==> config.mk <==
export PLATFORM = sky130hd
export DESIGN_NAME = traffic_rr
export DESIGN_NICKNAME = d
export VERILOG_FILES = /design/src/rtl/traffic_rr.sv
export SDC_FILE = /design/constraint.sdc
export NUM_CORES = 1
export LEC_CHECK = 0
export CAP_MARGIN = 20
export CORE_MARGIN = 5
export CORE_UTILIZATION = 48
export CTS_BUF_LIST = sky130_fd_sc_hd__clkbuf_16
export CTS_CLUSTER_SIZE = 20
export DETAILED_ROUTE_END_ITERATION = 6
export PLACE_DENSITY_LB_ADDON = 0.3
export SETUP_SLACK_MARGIN = 0.02
export SKIP_LAST_GASP = 1
export SYNTH_ARGS = -nofsm -noshare
export SYNTH_HDL_FRONTEND = slang
export SYNTH_SLANG_ARGS = --single-unit
==> constraint.sdc <==
create_clock -name clk -period 10.6 [get_ports clk]
set_input_delay 2.65 -clock clk [delete_from_list [all_inputs] [get_ports clk]]
set_output_delay 2.65 -clock clk [all_outputs]
set_load 0.02 [all_outputs]
==> src/rtl/traffic_rr.sv <==
// traffic_rr: N-approach traffic-light controller with round-robin arbitration.
// Exactly one approach holds right-of-way at a time. Green length is sensor-driven,
// bounded by GREEN_MIN / GREEN_MAX. It is followed by a fixed yellow phase and an
// optional all-red clearance phase. The next approach is the first requester found
// after the current one in circular order.
//
// Ports:
//   clk    - clock, rising edge
//   rst    - asynchronous active-high reset
//   T      - per-approach sensor, 1 = vehicle waiting (clock-aligned, no synchroniser)
//   L      - per-approach light: 0 green, 1 yellow, 2 red
//   active - approach currently in green/yellow; held through all-red
//   phase  - 0 GREEN, 1 YELLOW, 2 ALLRED
module traffic_rr #(
    parameter int unsigned N_DIR     = 4,
    parameter int unsigned GREEN_MIN = 4,
    parameter int unsigned GREEN_MAX = 10,
    parameter int unsigned YELLOW_T  = 2,
    parameter int unsigned ALLRED_T  = 1
) (
    input  logic                       clk,
    input  logic                       rst,
    input  logic [N_DIR-1:0]           T,
    output logic [N_DIR-1:0][1:0]      L,
    output logic [$clog2(N_DIR)-1:0]   active,
    output logic [1:0]                 phase
);

    localparam int unsigned ActW    = $clog2(N_DIR);
    localparam int unsigned MaxGy   = (GREEN_MAX > YELLOW_T) ? GREEN_MAX : YELLOW_T;
    localparam int unsigned MaxT    = (MaxGy > ALLRED_T) ? MaxGy : ALLRED_T;
    localparam int unsigned CntW    = $clog2(MaxT + 1);

    localparam logic [CntW-1:0] GreenMinLast = CntW'(GREEN_MIN - 1);
    localparam logic [CntW-1:0] GreenMaxLast = CntW'(GREEN_MAX - 1);
    localparam logic [CntW-1:0] YellowLast   = CntW'(YELLOW_T - 1);
    localparam logic [CntW-1:0] AllredLast   = CntW'((ALLRED_T == 0) ? 0 : ALLRED_T - 1);

    typedef enum logic [1:0] {
        StGreen  = 2'd0,
        StYellow = 2'd1,
        StAllred = 2'd2
    } phase_e;

    phase_e             phase_q, phase_d;
    logic [ActW-1:0]    active_q, active_d;
    logic [CntW-1:0]    cnt_q, cnt_d;
    logic [ActW-1:0]    next_dir;
    logic               others;
    int unsigned        best_dist;

    // State register
    always_ff @(posedge clk or posedge rst) begin
        if (rst) begin
            phase_q  <= StGreen;
            active_q <= '0;
            cnt_q    <= '0;
        end else begin
            phase_q  <= phase_d;
            active_q <= active_d;
            cnt_q    <= cnt_d;
        end
    end

    // Any request from an approach other than the active one
    always_comb begin
        others = 1'b0;
        for (int unsigned i = 0; i < N_DIR; i++) begin
            if (T[i] && (ActW'(i) != active_q)) begin
                others = 1'b1;
            end
        end
    end

    // Round-robin pick: smallest circular distance after active wins; active itself
    // sits at distance N_DIR-1, so it is considered last. No requester -> active+1.
    always_comb begin
        best_dist = N_DIR;
        next_dir  = ActW'((32'(active_q) + 1) % N_DIR);
        for (int unsigned i = 0; i < N_DIR; i++) begin
            if (T[i] && (((i + N_DIR - 1 - 32'(active_q)) % N_DIR) < best_dist)) begin
                best_dist = (i + N_DIR - 1 - 32'(active_q)) % N_DIR;
                next_dir  = ActW'(i);
            end
        end
    end

    // Next-state logic
    always_comb begin
        phase_d  = phase_q;
        active_d = active_q;
        cnt_d    = cnt_q;
        unique case (phase_q)
            StGreen: begin
                if ((cnt_q >= GreenMinLast) && others
                    && (!T[active_q] || (cnt_q >= GreenMaxLast))) begin
                    phase_d = StYellow;
                    cnt_d   = '0;
                end else if (cnt_q < GreenMaxLast) begin
                    cnt_d = cnt_q + 1'b1;
                end
            end
            StYellow: begin
                if (cnt_q == YellowLast) begin
                    cnt_d = '0;
                    if (ALLRED_T == 0) begin
                        phase_d  = StGreen;
                        active_d = next_dir;
                    end else begin
                        phase_d = StAllred;
                    end
                end else begin
                    cnt_d = cnt_q + 1'b1;
                end
            end
            StAllred: begin
                if (cnt_q == AllredLast) begin
                    phase_d  = StGreen;
                    active_d = next_dir;
                    cnt_d    = '0;
                end else begin
                    cnt_d = cnt_q + 1'b1;
                end
            end
            default: begin
                phase_d  = StGreen;
                active_d = '0;
                cnt_d    = '0;
            end
        endcase
    end

    // Outputs decoded from registered state only
    always_comb begin
        for (int unsigned i = 0; i < N_DIR; i++) begin
            L[i] = 2'd2;
            if (ActW'(i) == active_q) begin
                if (phase_q == StGreen) begin
                    L[i] = 2'd0;
                end else if (phase_q == StYellow) begin
                    L[i] = 2'd1;
                end
            end
        end
        active = active_q;
        phase  = phase_q;
    end

endmodule

==> impl_metrics.json <==
{
  "min_period_over_period": 0.5750,
  "antenna_found_initial": 0,
  "avgViaCountPerCell": 5.616,
  "drive_gt1_frac": 0.07258,
  "multiInputGateArea_um2": 669.4,
  "core_area_mm2": 0.001902,
  "antenna_cells": 0,
  "drt_iter0_markers": 10,
  "synth.distinct_cells": 43,
  "die_h_um": 54.10,
  "wire_per_inst_um": 14.60,
  "syn_area_um2": 933.4,
  "synth_seq_cells": 8,
  "area_growth_pct": 26.27,
  "drc": 0,
  "cts_tree": "yes",
  "crit_buf_inv": 1,
  "cts_resized": 0,
  "hold_viol": 0,
  "cap_violations": 0,
  "fmaxAchievable_mhz": 164.1,
  "grt_first_pass_wirelength_mm": 3.836,
  "slew_headroom": 0.6460,
  "drv_slew": 0,
  "clkSinkCount": 8,
  "ys.flop_type": "dfrtp_1",
  "final_area_mm2": 0.001179,
  "worstHoldPathType": "flop to flop",
  "cts_setup_buffers": 0,
  "synthXorXnorAreaFrac": 0.01877,
  "final.setup.tns_ns": 0,
  "yosys.area_share.simple": 0.2962,
  "worstPathArrival_ns": 6.26,
  "fin_crit_ns": 6.095,
  "final-seq-area_um2": 200.2,
  "initial_utilization": 0.4908,
  "postCtsHoldBufs": 0,
  "drtAntennaViolNets": 0,
  "die_x_um": 54.10,
  "worst_slew_pin_slew_ns": 0.5299,
  "yosys_warnings": 0,
  "place_congestion": 0.7548,
  "rr_endpoint": "active[1]$_DFFE_PP0P_",
  "setup_violations": 0,
  "grt.overflow.total": 0,
  "endpoint_kind": "flop",
  "dpl-instance-area_mm2": 0.001104,
  "reg2reg_from": "active[0]$_DFFE_PP0P_",
  "avgSynthCellArea_um2": 8.485,
  "clock_skew_ns": 0.0008457,
  "routed_wl_mm": 2.204,
  "p_leak_uw": 0.0004859,
  "worstHoldStart": "cnt_q[0]$_DFFE_PP0P_",
  "synthAdderAreaFrac": 0.1340,
  "clk_latency_ns": 0.23,
  "seq_area_frac_synth": 0.2145,
  "whs_endpoint": "cnt_q[0]$_DFFE_PP0P_",
  "dp_hpwl_mm": 1.746,
  "fillers": 168,
  "die_area_mm2": 0.002926,
  "rows": 16,
  "rsz0062_at_grt": "no",
  "clk_pin_slew_ns": 0.04,
  "critical_path.top_delay_family": "compound AO/OA/AOI/OAI gates",
  "vias": 848,
  "grt_max_degree": 13,
  "synth_compound_area_frac": 0.2346,
  "cts_buffers": 3,
  "cp.required_ns": 10.76,
  "max-vdd-ir-drop_uv": 168.1,
  "powerDensity_mw_per_mm2": 297.6,
  "cp_cell_sequence": "clkdlybuf4s50_1, nand2b_1, ha_1, a21oi_1, a21oi_1, a31oi_1, ha_1, and4b_1, a22oi_1, mux2_2, ha_1, a21oi_1, o21ai_0, a311o_1, nand3_1",
  "port_buffers": 17,
  "synthArstFlopShare": 1.000,
  "synth_edf_count": 0,
  "crit_slowest_cell": "clkdlybuf4s50_1",
  "rr_worst_depth": 15,
  "crit_path_max_incr_delay_ns": 0.66,
  "synth_top_family_by_area": "simple AND/OR/NAND/NOR gates",
  "h-tree-depth": 1,
  "hold_path_depth": 1,
  "cts_buffer_depth": 2,
  "startpoint_type": "input port",
  "muxShareOfSynthArea": 0.03351,
  "syn-instance-count": 110,
  "ios": 18,
  "grt_pass1_vias": 848,
  "finalNetCount": 142,
  "crit_fanout": 11,
  "cts_root_buf": "clkbuf_16",
  "rrSetupSlack_ns": 6.63,
  "synthesis.nets": 126,
  "status": "complete, no violations",
  "track_usage": 0.1769,
  "crit_type": "input port to flop",
  "dr.pass1.iters": 4
}
## stage by stage
| stage | std cells | util | setup WS [ns] | total power, uW | hold WS [ns] |
|---|---|---|---|---|---|
| after floorplan | 110 | - | 5.042 | 226.5 | 0.5362 |
| after global placement | 148 | 0.5803 | 4.428 | 280.7 | 0.5808 |
| after detailed placement | 148 | 0.5803 | 4.295 | 288.0 | 0.6068 |
| after CTS | 151 | 0.6197 | 4.522 | 351.7 | 0.6104 |
| after global routing | 151 | 0.6197 | 4.260 | 380.7 | 0.6435 |
| final | 151 | 0.6197 | 4.505 | 350.7 | 0.6038 |
## worst reg2reg max path: stages (launching register included)
cell,delay (ns)
dfrtp_1,0.56
inv_1,0.14
ha_1,0.36
ha_1,0.34
a21oi_1,0.19
a21oi_1,0.09
a31oi_1,0.21
ha_1,0.20
and4b_1,0.19
a22oi_1,0.33
mux2_2,0.38
ha_1,0.29
a21oi_1,0.15
o21ai_0,0.08
a311o_1,0.29
nand3_1,0.08
## where the power goes
part	internal [uW]	switching (uW)	leakage (uW)	total (uW)
Clock	48.6	14.1	0.0000370	62.7
Sequential	44.2	28.4	0.000103	72.6
Combinational	102	113	0.000346	215
## sequential cells by signal (all words and copies together), names as in the netlist
name,flops
active,2
cnt_q,4
phase,2
## cells in the final DEF, fill, tap and decap left out, types with 2 or more instances in the layout
cell type        instances
nand2_1                  6
a21oi_1                  3
nor2_1                   3
ha_1                    10
inv_1                    8
o21ai_0                  6
nand3b_1                 2
a21o_1                   2
nand4_1                  2
o21ai_1                  2
mux2i_1                  2
nand2b_1                13
nand3_1                  7
clkdlybuf4s50_1         17
clkbuf_16                3
dfrtp_1                  8
and2_1                   5
## synthesized netlist by cell type (2+ instances only)
library cell	count	area, um^2
ha_1	10	125.1
clkbuf_1	4	15.01
mux2i_1	2	20.02
dfrtp_1	8	200.2
nand2b_1	13	81.33
nor2_1	3	11.26
a21o_1	2	15.01
and2_1	5	31.28
o21ai_0	6	30.03
nand2_1	6	22.52
nand3b_1	2	15.01
nand4_1	2	12.51
nand3_1	7	35.03
inv_1	8	30.03
o21ai_1	2	10.01
a21oi_1	3	15.01
## worst max path at each step
stage	end	slack, ns	depth (start not counted)	start
after floorplan	active[0]$_DFFE_PP0P_	5.04	15	T[0]
after global placement	active[0]$_DFFE_PP0P_	4.43	15	T[0]
after detailed placement	active[1]$_DFFE_PP0P_	4.30	15	T[0]
after CTS	active[1]$_DFFE_PP0P_	4.52	15	T[0]
after global routing	active[1]$_DFFE_PP0P_	4.26	15	T[0]
final	active[1]$_DFFE_PP0P_	4.50	15	T[0]
## layout make-up
type,count,share of cell area
repair buffers,17,0.1444
well taps,27,0.02866
flip-flops and latches,8,0.1699
clock buffers,3,0.06369
multi-input cells,88,0.5679
inverters,8,0.02548
## cells by family (layout without fill, tap and decap cells)
group	Yosys count	after routing
and+or+nand+nor	47	47
muxes	3	3
adders and majority gates	10	10
AOI/OAI and AO/OA	26	26
DFF	8	8
buffers and inverters	14	28
xor gates and xnor gates	2	2
## metal layers
metal / global-route usage / wire, um / up-vias
li1: - / - / 426
met1: 0.2047 / 973 / 405
met2: 0.3387 / 1171 / 13
met3: 0.02493 / 31 / 4
met4: 0.03734 / 27 / 0
met5: 0 / 0 / -
No activity file was read; power rests on OpenSTA's default activity.
